===== config.mk =====
export PLATFORM = sky130hd
export DESIGN_NAME = mips_cache_writebuffer_pq_flat
export DESIGN_NICKNAME = d
export VERILOG_FILES = /design/src/rtl/mips_cache_writebuffer_pq_pkg.sv /design/src/rtl/mips_cache_writebuffer_pq_if.sv /design/src/rtl/mips_cache_wb_match.sv /design/src/rtl/mips_cache_writebuffer_pq.sv /design/src/flat_wrapper.sv
export SDC_FILE = /design/constraint.sdc
export NUM_CORES = 1
export LEC_CHECK = 0
export ABC_AREA = 0
export CORE_AREA = 2 2 258 311
export DETAILED_ROUTE_END_ITERATION = 6
export DIE_AREA = 0 0 260 313
export PLACE_DENSITY_LB_ADDON = 0.3
export SLEW_MARGIN = 20
export SYNTH_ARGS = -nofsm -noshare
export SYNTH_HDL_FRONTEND = slang
export SYNTH_SLANG_ARGS = --single-unit

===== constraint.sdc =====
create_clock -name clk -period 2.9 [get_ports clk]
set_input_delay 0.29 -clock clk [delete_from_list [all_inputs] [get_ports clk]]
set_output_delay 0.29 -clock clk [all_outputs]
set_load 0.1 [all_outputs]

===== src/rtl/mips_cache_writebuffer_pq_pkg.sv =====
// Shared types and helpers for the cache write buffer.
// Holds the drain FSM state type, the entry layout at default widths and
// the word-address helper used by the address comparators.
package mips_cache_pkg;

  localparam int WB_ADDR_W     = 32;
  localparam int WB_DATA_W     = 32;
  localparam int WB_BE_W       = WB_DATA_W / 8;
  // Widest address the word_addr helper handles; callers widen to this.
  localparam int WB_MAX_ADDR_W = 64;

  typedef enum logic [0:0] {
    S_IDLE  = 1'b0,
    S_WRITE = 1'b1
  } wb_state_t;

  typedef struct packed {
    logic                 valid;
    logic [WB_ADDR_W-1:0] addr;
    logic [WB_DATA_W-1:0] data;
    logic [WB_BE_W-1:0]   be;
  } wb_entry_t;

  // Strip the byte-within-word bits so that two byte addresses of the same
  // word compare equal.
  function automatic logic [WB_MAX_ADDR_W-1:0] word_addr(
    input logic [WB_MAX_ADDR_W-1:0] addr,
    input int unsigned              lsb
  );
    return addr >> lsb;
  endfunction

endpackage


===== src/rtl/mips_cache_writebuffer_pq_if.sv =====
// Push, lookup and Avalon write bus signals of the write buffer.
// The buffer itself connects through the slave modport; the cache/memory
// side (or a testbench) uses the master modport.
interface mips_cache_writebuffer_pq_if #(
  parameter int ADDR_W = 32,
  parameter int DATA_W = 32
);
  localparam int BE_W = DATA_W / 8;

  logic              push_valid;
  logic              push_ready;
  logic [ADDR_W-1:0] push_addr;
  logic [DATA_W-1:0] push_data;
  logic [BE_W-1:0]   push_be;
  logic [ADDR_W-1:0] lookup_addr;
  logic              lookup_hit;
  logic              active;
  logic              waitrequest;
  logic [ADDR_W-1:0] write_addr;
  logic [DATA_W-1:0] write_data;
  logic [BE_W-1:0]   write_byteenable;
  logic              write_writeenable;

  modport slave (
    input  push_valid, push_addr, push_data, push_be, lookup_addr, active, waitrequest,
    output push_ready, lookup_hit, write_addr, write_data, write_byteenable, write_writeenable
  );

  modport master (
    output push_valid, push_addr, push_data, push_be, lookup_addr, active, waitrequest,
    input  push_ready, lookup_hit, write_addr, write_data, write_byteenable, write_writeenable
  );
endinterface


===== src/rtl/mips_cache_wb_match.sv =====
// Word-address match over N buffer entries: one comparator per entry,
// qualified by the entry's valid bit, OR-reduced into a single hit.
module mips_cache_wb_match
  import mips_cache_pkg::*;
#(
  parameter int N      = 8,
  parameter int ADDR_W = 32,
  parameter int LSB    = 2
) (
  input  logic [N-1:0]             entry_valid,
  input  logic [N-1:0][ADDR_W-1:0] entry_addr,
  input  logic [ADDR_W-1:0]        key_addr,
  output logic                     hit
);

  logic [N-1:0]             hit_vec_s;
  logic [WB_MAX_ADDR_W-1:0] key_word_s;

  assign key_word_s = word_addr(WB_MAX_ADDR_W'(key_addr), LSB);

  // Per-entry comparison of word addresses.
  always_comb begin
    hit_vec_s = '0;
    for (int i = 0; i < N; i++) begin
      hit_vec_s[i] = entry_valid[i] &&
                     (word_addr(WB_MAX_ADDR_W'(entry_addr[i]), LSB) == key_word_s);
    end
  end

  assign hit = |hit_vec_s;

endmodule


===== src/rtl/mips_cache_writebuffer_pq.sv =====
// Write buffer between the data cache and the Avalon memory master.
// Circular FIFO with count-based full/empty, a two-state drain FSM and a
// combinational lookup so the cache can stall reads that would overtake a
// pending store. Define MIPS_CACHE_WB_COALESCE_EN to merge a push into the
// youngest entry when both target the same word.
module mips_cache_writebuffer_pq
  import mips_cache_pkg::*;
#(
  parameter int DEPTH_BITS = 3,
  parameter int ADDR_W     = 32,
  parameter int DATA_W     = 32
) (
  input  logic                         clk,
  input  logic                         rst_n,
  mips_cache_writebuffer_pq_if.slave   bus,
  output logic [DEPTH_BITS:0]          count,
  output logic                         full,
  output logic                         empty,
  output logic                         drained
);

  localparam int DEPTH = 2 ** DEPTH_BITS;
  localparam int BE_W  = DATA_W / 8;
  localparam int LSB   = $clog2(BE_W);

  wb_state_t                       state_q, state_d;
  logic [DEPTH_BITS-1:0]           wr_ptr_q, wr_ptr_d, rd_ptr_q, rd_ptr_d;
  logic [DEPTH_BITS:0]             count_q, count_d;
  logic [DEPTH-1:0]                valid_q, valid_d;
  logic [DEPTH-1:0][ADDR_W-1:0]    addr_q, addr_d;
  logic [DEPTH-1:0][DATA_W-1:0]    data_q, data_d;
  logic [DEPTH-1:0][BE_W-1:0]      be_q, be_d;

  logic              full_s, empty_s, pop_s, push_ready_s, push_fire_s;
  logic              alloc_s, coalesce_ok_s;
  logic [ADDR_W-1:0] push_word_s;

  assign full_s      = (count_q == (DEPTH_BITS + 1)'(DEPTH));
  assign empty_s     = (count_q == '0);
  assign pop_s       = (state_q == S_WRITE) && !bus.waitrequest;
  // Entries hold word-aligned addresses; the byte offset carries no meaning.
  assign push_word_s = bus.push_addr & ~(ADDR_W'(BE_W - 1));

`ifdef MIPS_CACHE_WB_COALESCE_EN
  logic [DEPTH_BITS-1:0] young_ptr_s;
  logic                  young_hit_s;
  logic                  merge_s;

  assign young_ptr_s = wr_ptr_q - DEPTH_BITS'(1);

  mips_cache_wb_match #(.N(1), .ADDR_W(ADDR_W), .LSB(LSB)) u_young_match (
    .entry_valid (valid_q[young_ptr_s]),
    .entry_addr  (addr_q[young_ptr_s]),
    .key_addr    (bus.push_addr),
    .hit         (young_hit_s)
  );

  // A merge into the head is unsafe while the bus is already showing it.
  assign coalesce_ok_s = young_hit_s && !((state_q == S_WRITE) && (young_ptr_s == rd_ptr_q));
  assign merge_s       = push_fire_s && coalesce_ok_s;
`else
  assign coalesce_ok_s = 1'b0;
`endif

  assign push_ready_s = !full_s || coalesce_ok_s;
  assign push_fire_s  = bus.push_valid && push_ready_s;
  assign alloc_s      = push_fire_s && !coalesce_ok_s;

  mips_cache_wb_match #(.N(DEPTH), .ADDR_W(ADDR_W), .LSB(LSB)) u_lookup_match (
    .entry_valid (valid_q),
    .entry_addr  (addr_q),
    .key_addr    (bus.lookup_addr),
    .hit         (bus.lookup_hit)
  );

  // Next FIFO contents, pointers and occupancy from push and pop.
  always_comb begin
    valid_d  = valid_q;
    addr_d   = addr_q;
    data_d   = data_q;
    be_d     = be_q;
    wr_ptr_d = wr_ptr_q;
    rd_ptr_d = rd_ptr_q;
    if (pop_s) begin
      valid_d[rd_ptr_q] = 1'b0;
      rd_ptr_d          = rd_ptr_q + DEPTH_BITS'(1);
    end else begin
    end
    if (alloc_s) begin
      valid_d[wr_ptr_q] = 1'b1;
      addr_d[wr_ptr_q]  = push_word_s;
      data_d[wr_ptr_q]  = bus.push_data;
      be_d[wr_ptr_q]    = bus.push_be;
      wr_ptr_d          = wr_ptr_q + DEPTH_BITS'(1);
    end else begin
    end
`ifdef MIPS_CACHE_WB_COALESCE_EN
    if (merge_s) begin
      for (int b = 0; b < BE_W; b++) begin
        if (bus.push_be[b]) begin
          data_d[young_ptr_s][8*b +: 8] = bus.push_data[8*b +: 8];
        end else begin
          data_d[young_ptr_s][8*b +: 8] = data_q[young_ptr_s][8*b +: 8];
        end
      end
      be_d[young_ptr_s] = be_q[young_ptr_s] | bus.push_be;
    end else begin
    end
`endif
    case ({alloc_s, pop_s})
      2'b10:   count_d = count_q + (DEPTH_BITS + 1)'(1);
      2'b01:   count_d = count_q - (DEPTH_BITS + 1)'(1);
      default: count_d = count_q;
    endcase
  end

  // Drain FSM: start only with permission, hold a started write until accepted.
  always_comb begin
    state_d = state_q;
    case (state_q)
      S_IDLE: begin
        if (!empty_s && bus.active) begin
          state_d = S_WRITE;
        end else begin
          state_d = S_IDLE;
        end
      end
      S_WRITE: begin
        if (pop_s) begin
          if ((count_q > (DEPTH_BITS + 1)'(1)) && bus.active) begin
            state_d = S_WRITE;
          end else begin
            state_d = S_IDLE;
          end
        end else begin
          state_d = S_WRITE;
        end
      end
      default: state_d = S_IDLE;
    endcase
  end

  // State, pointer and storage registers; reset discards all contents.
  always_ff @(posedge clk or negedge rst_n) begin
    if (!rst_n) begin
      state_q  <= S_IDLE;
      wr_ptr_q <= '0;
      rd_ptr_q <= '0;
      count_q  <= '0;
      valid_q  <= '0;
      addr_q   <= '0;
      data_q   <= '0;
      be_q     <= '0;
    end else begin
      state_q  <= state_d;
      wr_ptr_q <= wr_ptr_d;
      rd_ptr_q <= rd_ptr_d;
      count_q  <= count_d;
      valid_q  <= valid_d;
      addr_q   <= addr_d;
      data_q   <= data_d;
      be_q     <= be_d;
    end
  end

  assign bus.push_ready        = push_ready_s;
  assign bus.write_writeenable = (state_q == S_WRITE);
  assign bus.write_addr        = addr_q[rd_ptr_q];
  assign bus.write_data        = data_q[rd_ptr_q];
  assign bus.write_byteenable  = be_q[rd_ptr_q];
  assign count                 = count_q;
  assign full                  = full_s;
  assign empty                 = empty_s;
  assign drained               = empty_s && (state_q == S_IDLE);

endmodule


===== src/flat_wrapper.sv =====
// flat-port wrapper written by rule: the top's interface ports become plain ports
module mips_cache_writebuffer_pq_flat import mips_cache_pkg::*;
#(
  parameter int DEPTH_BITS = 3,
  parameter int ADDR_W     = 32,
  parameter int DATA_W     = 32
)
  (clk, rst_n, count, full, empty, drained, bus_push_valid, bus_push_addr, bus_push_data, bus_push_be, bus_lookup_addr, bus_active, bus_waitrequest, bus_push_ready, bus_lookup_hit, bus_write_addr, bus_write_data, bus_write_byteenable, bus_write_writeenable);
  mips_cache_writebuffer_pq_if #(.ADDR_W(ADDR_W), .DATA_W(DATA_W)) bus_i ();
  input  logic clk;
  input  logic rst_n;
  output logic [DEPTH_BITS:0] count;
  output logic full;
  output logic empty;
  output logic drained;
  input wire logic [$bits(bus_i.push_valid)-1:0] bus_push_valid;
  input wire logic [$bits(bus_i.push_addr)-1:0] bus_push_addr;
  input wire logic [$bits(bus_i.push_data)-1:0] bus_push_data;
  input wire logic [$bits(bus_i.push_be)-1:0] bus_push_be;
  input wire logic [$bits(bus_i.lookup_addr)-1:0] bus_lookup_addr;
  input wire logic [$bits(bus_i.active)-1:0] bus_active;
  input wire logic [$bits(bus_i.waitrequest)-1:0] bus_waitrequest;
  output wire logic [$bits(bus_i.push_ready)-1:0] bus_push_ready;
  output wire logic [$bits(bus_i.lookup_hit)-1:0] bus_lookup_hit;
  output wire logic [$bits(bus_i.write_addr)-1:0] bus_write_addr;
  output wire logic [$bits(bus_i.write_data)-1:0] bus_write_data;
  output wire logic [$bits(bus_i.write_byteenable)-1:0] bus_write_byteenable;
  output wire logic [$bits(bus_i.write_writeenable)-1:0] bus_write_writeenable;
  assign bus_i.push_valid = bus_push_valid;
  assign bus_i.push_addr = bus_push_addr;
  assign bus_i.push_data = bus_push_data;
  assign bus_i.push_be = bus_push_be;
  assign bus_i.lookup_addr = bus_lookup_addr;
  assign bus_i.active = bus_active;
  assign bus_i.waitrequest = bus_waitrequest;
  assign bus_push_ready = bus_i.push_ready;
  assign bus_lookup_hit = bus_i.lookup_hit;
  assign bus_write_addr = bus_i.write_addr;
  assign bus_write_data = bus_i.write_data;
  assign bus_write_byteenable = bus_i.write_byteenable;
  assign bus_write_writeenable = bus_i.write_writeenable;
  mips_cache_writebuffer_pq #(.DEPTH_BITS(DEPTH_BITS), .ADDR_W(ADDR_W), .DATA_W(DATA_W)) u_core (.clk(clk), .rst_n(rst_n), .bus(bus_i), .count(count), .full(full), .empty(empty), .drained(drained));
endmodule

Word level (Yosys, flattened, before mapping)
Cells that the tools add are included.

storage, ports and cells
  input port bits = 105
  register bits after elaboration = 563
  output and inout bits = 78
  logic and storage cells = 98

operators by class
  muxes and demuxes = 24
  order comparisons = 5
  reductions and logical operators = 21
  add/sub/neg operators = 4
  bitwise operators = 4
  equal/unequal tests = 11

operators by type and width
  operator               count
  $bwmux W256            2
  $eq A30 B30 Y1         8
  $bmux W32 S3           2
  $demux W32 S3          1
  $mux W32               3
  $bwmux W32             1
  $mux W8                2
  $logic_and A1 B1 Y1    15
  $bmux W4 S3            1
  $demux W4 S3           1
  $and A8 B8 Y8          1
  $lt A3 B4 Y1 const B   2
  $mux W4                2
  $not A8 Y8             1
  $or A8 B8 Y8           1
  $pmux W4 S2            1
  $reduce_or A8 Y1       1
  $add A3 B1 Y3 const B  2
  $demux W1 S3           2
  $ge A3 B1 Y1 const B   2
  $mux W1                5
  $add A4 B1 Y4 const B  1
  $eq A4 B4 Y1 const B   1
  $gt A4 B1 Y1 const B   1
  8 further kinds        10

Depth between registers and ports, before layout
  depth after elaboration = 9
  gate-level depth with buffers = 12
  mapped depth without buffers = 9

Modules after synthesis
From an unflattened synthesis, not the netlist that was laid out.

second synthesis, totals
  cell total of the unflattened synthesis = 1802
  area, all modules = 27440.1 µm²

by module, submodules not included
  module                     cells each  seq. area each (µm²)  instances  area an instance (µm²)
  mips_cache_writebuffer_pq  1447        13688.1               1          24459.7
  mips_cache_wb_match        355         0.0                   1          2980.4

Least setup slack after synthesis
OpenSTA, ideal clock, no wires.

  path type = reg2out
  start point = register u_core.count_q[0], in the netlist u_core.count[0]
  end point = output port drained
  arrival time = 2.971 ns
  cell stages (with the launch flop) = 5
  buffers on the path = 0
  data required time = 2.610 ns
  slack = -0.361 ns
  cell sequence = dfrtp_1 -> inv_1 -> ha_1 -> or3b_2 -> nor2_1

on the way
  cells in the longest elaborated chain, start to end = 2

ends and longest elaborated chain
  item                    line                              RTL
  start, declared         mips_cache_writebuffer_pq.sv:28   logic [DEPTH_BITS:0] count_q, count_d;
  start signal, assigned  mips_cache_writebuffer_pq.sv:158  count_q <= count_d;
  $logic_not A4 Y1        mips_cache_writebuffer_pq.sv:39   assign empty_s = (count_q == '0);
  $logic_and A1 B1 Y1     mips_cache_writebuffer_pq.sv:174  assign drained = empty_s && (state_q == S_IDLE);
  end, declared           flat_wrapper.sv:15                output logic drained;

No other way between the ends.

Worst setup path in the final report
  start point = register u_core.addr_q[200] (netlist bit)
  end point = output port bus_lookup_hit

on the way
  cells in the longest elaborated chain, start to end = 3

ends and longest elaborated chain
  item                    line                              RTL
  start, declared         mips_cache_writebuffer_pq.sv:30   logic [DEPTH-1:0][ADDR_W-1:0] addr_q, addr_d;
  start signal, assigned  mips_cache_writebuffer_pq.sv:160  addr_q <= addr_d;
  $eq A30 B30 Y1          mips_cache_wb_match.sv:26         (word_addr(WB_MAX_ADDR_W'(entry_addr[i]), LSB) == key_word_s);
  $logic_and A1 B1 Y1     mips_cache_wb_match.sv:25         hit_vec_s[i] = entry_valid[i] &&
  $reduce_or A8 Y1        mips_cache_wb_match.sv:30         assign hit = |hit_vec_s;
  end, declared           flat_wrapper.sv:24                output wire logic [$bits(bus_i.lookup_hit)-1:0] bus_lookup_hit;

No other way between the ends.

==> flow_summary.yaml <==
placed_design:
  dpl.hpwl_microns: 54400
  dp_cells: 3001
  portBuffers: 176
  routabilityCongestion: 0.965
  dp_slack_ns: -0.0408
worst_setup_path:
  critPathLaunchType: "register"
  path_max_fanout: 3
  cp.arrival_ns: 2.60
  path_class: "register to primary output"
  crit_required_ns: 2.61
  cp-end-kind: "primary output"
synth:
  synthDistinctLibCells: 35
  syn_inst: 1804
  yosys.area_share.simple_pct: 2.65
  synthFlopType: "dfrtp_1"
  synth-adder-area-share_pct: 0.321
  ys_seq_area_share_pct: 50.2
  synth_area_sq_mm: 0.0273
  synth_compound_area_share_pct: 0.376
  synth_top_family_by_area: "multiplexers"
  muxShareOfSynthArea_pct: 35.9
  yosysWarnings: 0
  async_flop_share_pct: 100
  synth_area_per_cell_sq_um: 15.1
  synth_xor_area_share_pct: 7.96
  synth-edff-count: 0
  ys_ff_latch: 547
route:
  dr_wl_met3_microns: 3750
  drtPass1Iterations: 5
  antenna_left: 0
  finalWirelength_microns: 80800
  drc: 0
  via_per_inst: 5.28
  drtIter0Drc: 850
  m1WireLength_microns: 32800
  top_layer: "met5"
  route.vias.total: 16500
  met2_length_microns: 41100
  post_drt_wl_per_cell_microns: 25.9
clock_tree:
  clk_latency_ns: 0.60
  clock_path_buffers: 3
  cts_root_buf: "clkbuf_16"
  cts_buffers: 66
  cts-htree-levels: 3
  path_clk_slew_ns: 0.06
  cts_tree: "built"
  clock-sinks: 547
global_routing:
  overflow: 0
  grt.total_usage_pct: 20.2
  first_global_vias: 18200
  antenna_found_initial: 6
  grt_pass1_wl_microns: 122000
  grt_max_degree: 89
die:
  initial_core_util_pct: 34.8
  core_region_area_sq_mm: 0.0785
  ios: 183
  die_y_microns: 313
  die_x_microns: 260
  rows: 113
  die_area_sq_mm: 0.0814
sta:
  setup_viol: 0
  finalSetupTns_ns: 0
  min_period_over_period_pct: 99.6
  slew_viol_final: 0
  worst_pin_slew_ns: 0.862
  rsz0062_at_grt: "true"
  fmax_ghz: 0.346
  finalWorstSetupSlack_ns: 0.0107
  fin_crit_ns: 2.89
  fin_skew_ns: 0.0173
  maxSlewHeadroom_pct: 42.5
  hold_violations: 0
run_status:
  outcome: "finished clean"
flow_run:
  maxCapViolCount: 0
finish:
  drive_gt1_share_pct: 50.4
  area_delta_synth_final_pct: 25.1
  fin_cells: 3126
  nNetsFinal: 2155
hold_path:
  worstHoldPathType: "input port to async pin"
layout make-up:
| type | count | area, sq um |
|---|---|---|
| Tap cell | 1035 | 1290 |
| Clock buffer | 93 | 1880 |
| Inverter | 5 | 26.3 |
| Timing Repair Buffer | 299 | 3920 |
| Fill cell | 7029 | 44300 |
| Sequential cell | 547 | 13700 |
| Multi-Input combinational cell | 1124 | 13000 |
| Antenna cell | 1 | 2.50 |
| Clock inverter | 22 | 275 |
synthesized netlist by cell type (3+ instances only):
cell,n,area share [%]
a21oi_1,3,0.055
a22oi_1,4,0.11
buf_1,8,0.11
buf_12,3,0.22
buf_2,52,0.95
buf_4,8,0.22
buf_6,8,0.33
clkbuf_1,49,0.67
dfrtp_1,547,50
ha_1,7,0.32
inv_1,4,0.055
mux2_2,566,23
mux2_4,29,1.6
mux4_2,132,11
nand2_1,18,0.25
nand2b_1,4,0.092
nand3_1,12,0.22
nand4_1,58,1.3
nor2_1,5,0.069
nor2b_1,3,0.069
nor4_1,16,0.37
o21ai_0,7,0.13
o31ai_1,3,0.083
xnor2_1,245,7.9
xor2_1,3,0.096
through the flow:
step	hold slack (ns)	cell area (sq um)	utilization, %
after floorplan	-0.00559	27300	-
after global placement	0.255	31700	40.4
after detailed placement	0.257	31700	40.4
after CTS	0.210	34100	43.5
after global routing	0.253	34200	43.5
final	0.215	34200	43.5
cells by family (layout without fill, tap and decap cells):
family                     after synthesis  in the layout
DFF                                    547            547
and+or+nand+nor                        122            122
xor gates and xnor gates               248            248
buffers and inverters                  134            419
other                                    1              3
muxes                                  728            728
AOI/OAI and AO/OA                       17             17
adders and majority gates                7              7
layout by cell type (no fill, tap or decap), types with 4 or more instances in the layout:
| cell type | instances |
|---|---|
| inv_6 | 6 |
| nor2_1 | 4 |
| dfrtp_2 | 4 |
| nand2_1 | 15 |
| nand2b_1 | 4 |
| o21ai_0 | 7 |
| buf_4 | 86 |
| buf_16 | 5 |
| xnor2_1 | 242 |
| clkbuf_1 | 14 |
| nor4_1 | 13 |
| buf_12 | 105 |
| nand4_1 | 58 |
| a22oi_1 | 4 |
| clkdlybuf4s50_1 | 99 |
| dfrtp_1 | 540 |
| mux2_4 | 42 |
| ha_1 | 7 |
| nand3_1 | 9 |
| clkinv_2 | 8 |
| mux4_2 | 132 |
| clkbuf_8 | 13 |
| bufinv_16 | 5 |
| clkbuf_16 | 66 |
| mux2_2 | 553 |
| inv_1 | 4 |
registers in the layout (all words and copies together) (netlist names):
register and cells:
u_core.data_q 256, u_core.addr_q 240, u_core.be_q 32, u_core.valid_q 8, u_core.count 4, u_core.rd_ptr_q 3
u_core.wr_ptr_q 3, u_core.bus.write_writeenable 1
critical path, cell delays in order (launching register included):
cell and delay, ns:
dfrtp_1 0.42, xnor2_1 0.24, buf_4 0.19, nand4_1 0.23, nor4_4 0.27, buf_4 0.16
a22oi_1 0.07, nand4_1 0.20, buf_12 0.21
per-layer routing:
| metal | up-vias | GRT usage, % |
|---|---|---|
| met5 | - | 0 |
| met4 | 12 | 8.01 |
| met3 | 138 | 3.73 |
| li1 | 7095 | - |
| met1 | 8894 | 25.1 |
| met2 | 360 | 34.5 |
final timing paths:
| kind | from | slack [ns] | endpoint | depth (start not counted) |
|---|---|---|---|---|
| setup / recovery | u_core.addr_q[200] | 0.01 | bus_lookup_hit | 8 |
| hold / removal | rst_n | 0.21 | u_core.addr_q[18] | 2 |
| setup reg to reg | u_core.count[0] | 0.34 | u_core.data_q[222] | 9 |
| hold reg to reg | u_core.be_q[11] | 0.50 | u_core.be_q[11] | 1 |
| max in group asynchronous | rst_n | 1.61 | u_core.data_q[69] | 4 |
| min in group clk | bus_active | 0.29 | u_core.bus.write_writeenable | 3 |
repair_timing:
item	4_1_cts	5_1_grt
endpoints found under the hold margin	44	0
pin swaps	3	0
setup endpoints to repair	61	2
buffers inserted	6	0
gates resized for setup	13	14
hold buffers	1	0
gates cloned	2	0
Power is left out: the tool's default activity adds up to more than one toggle a clock period on the data nets, which glitch-free logic cannot reach.
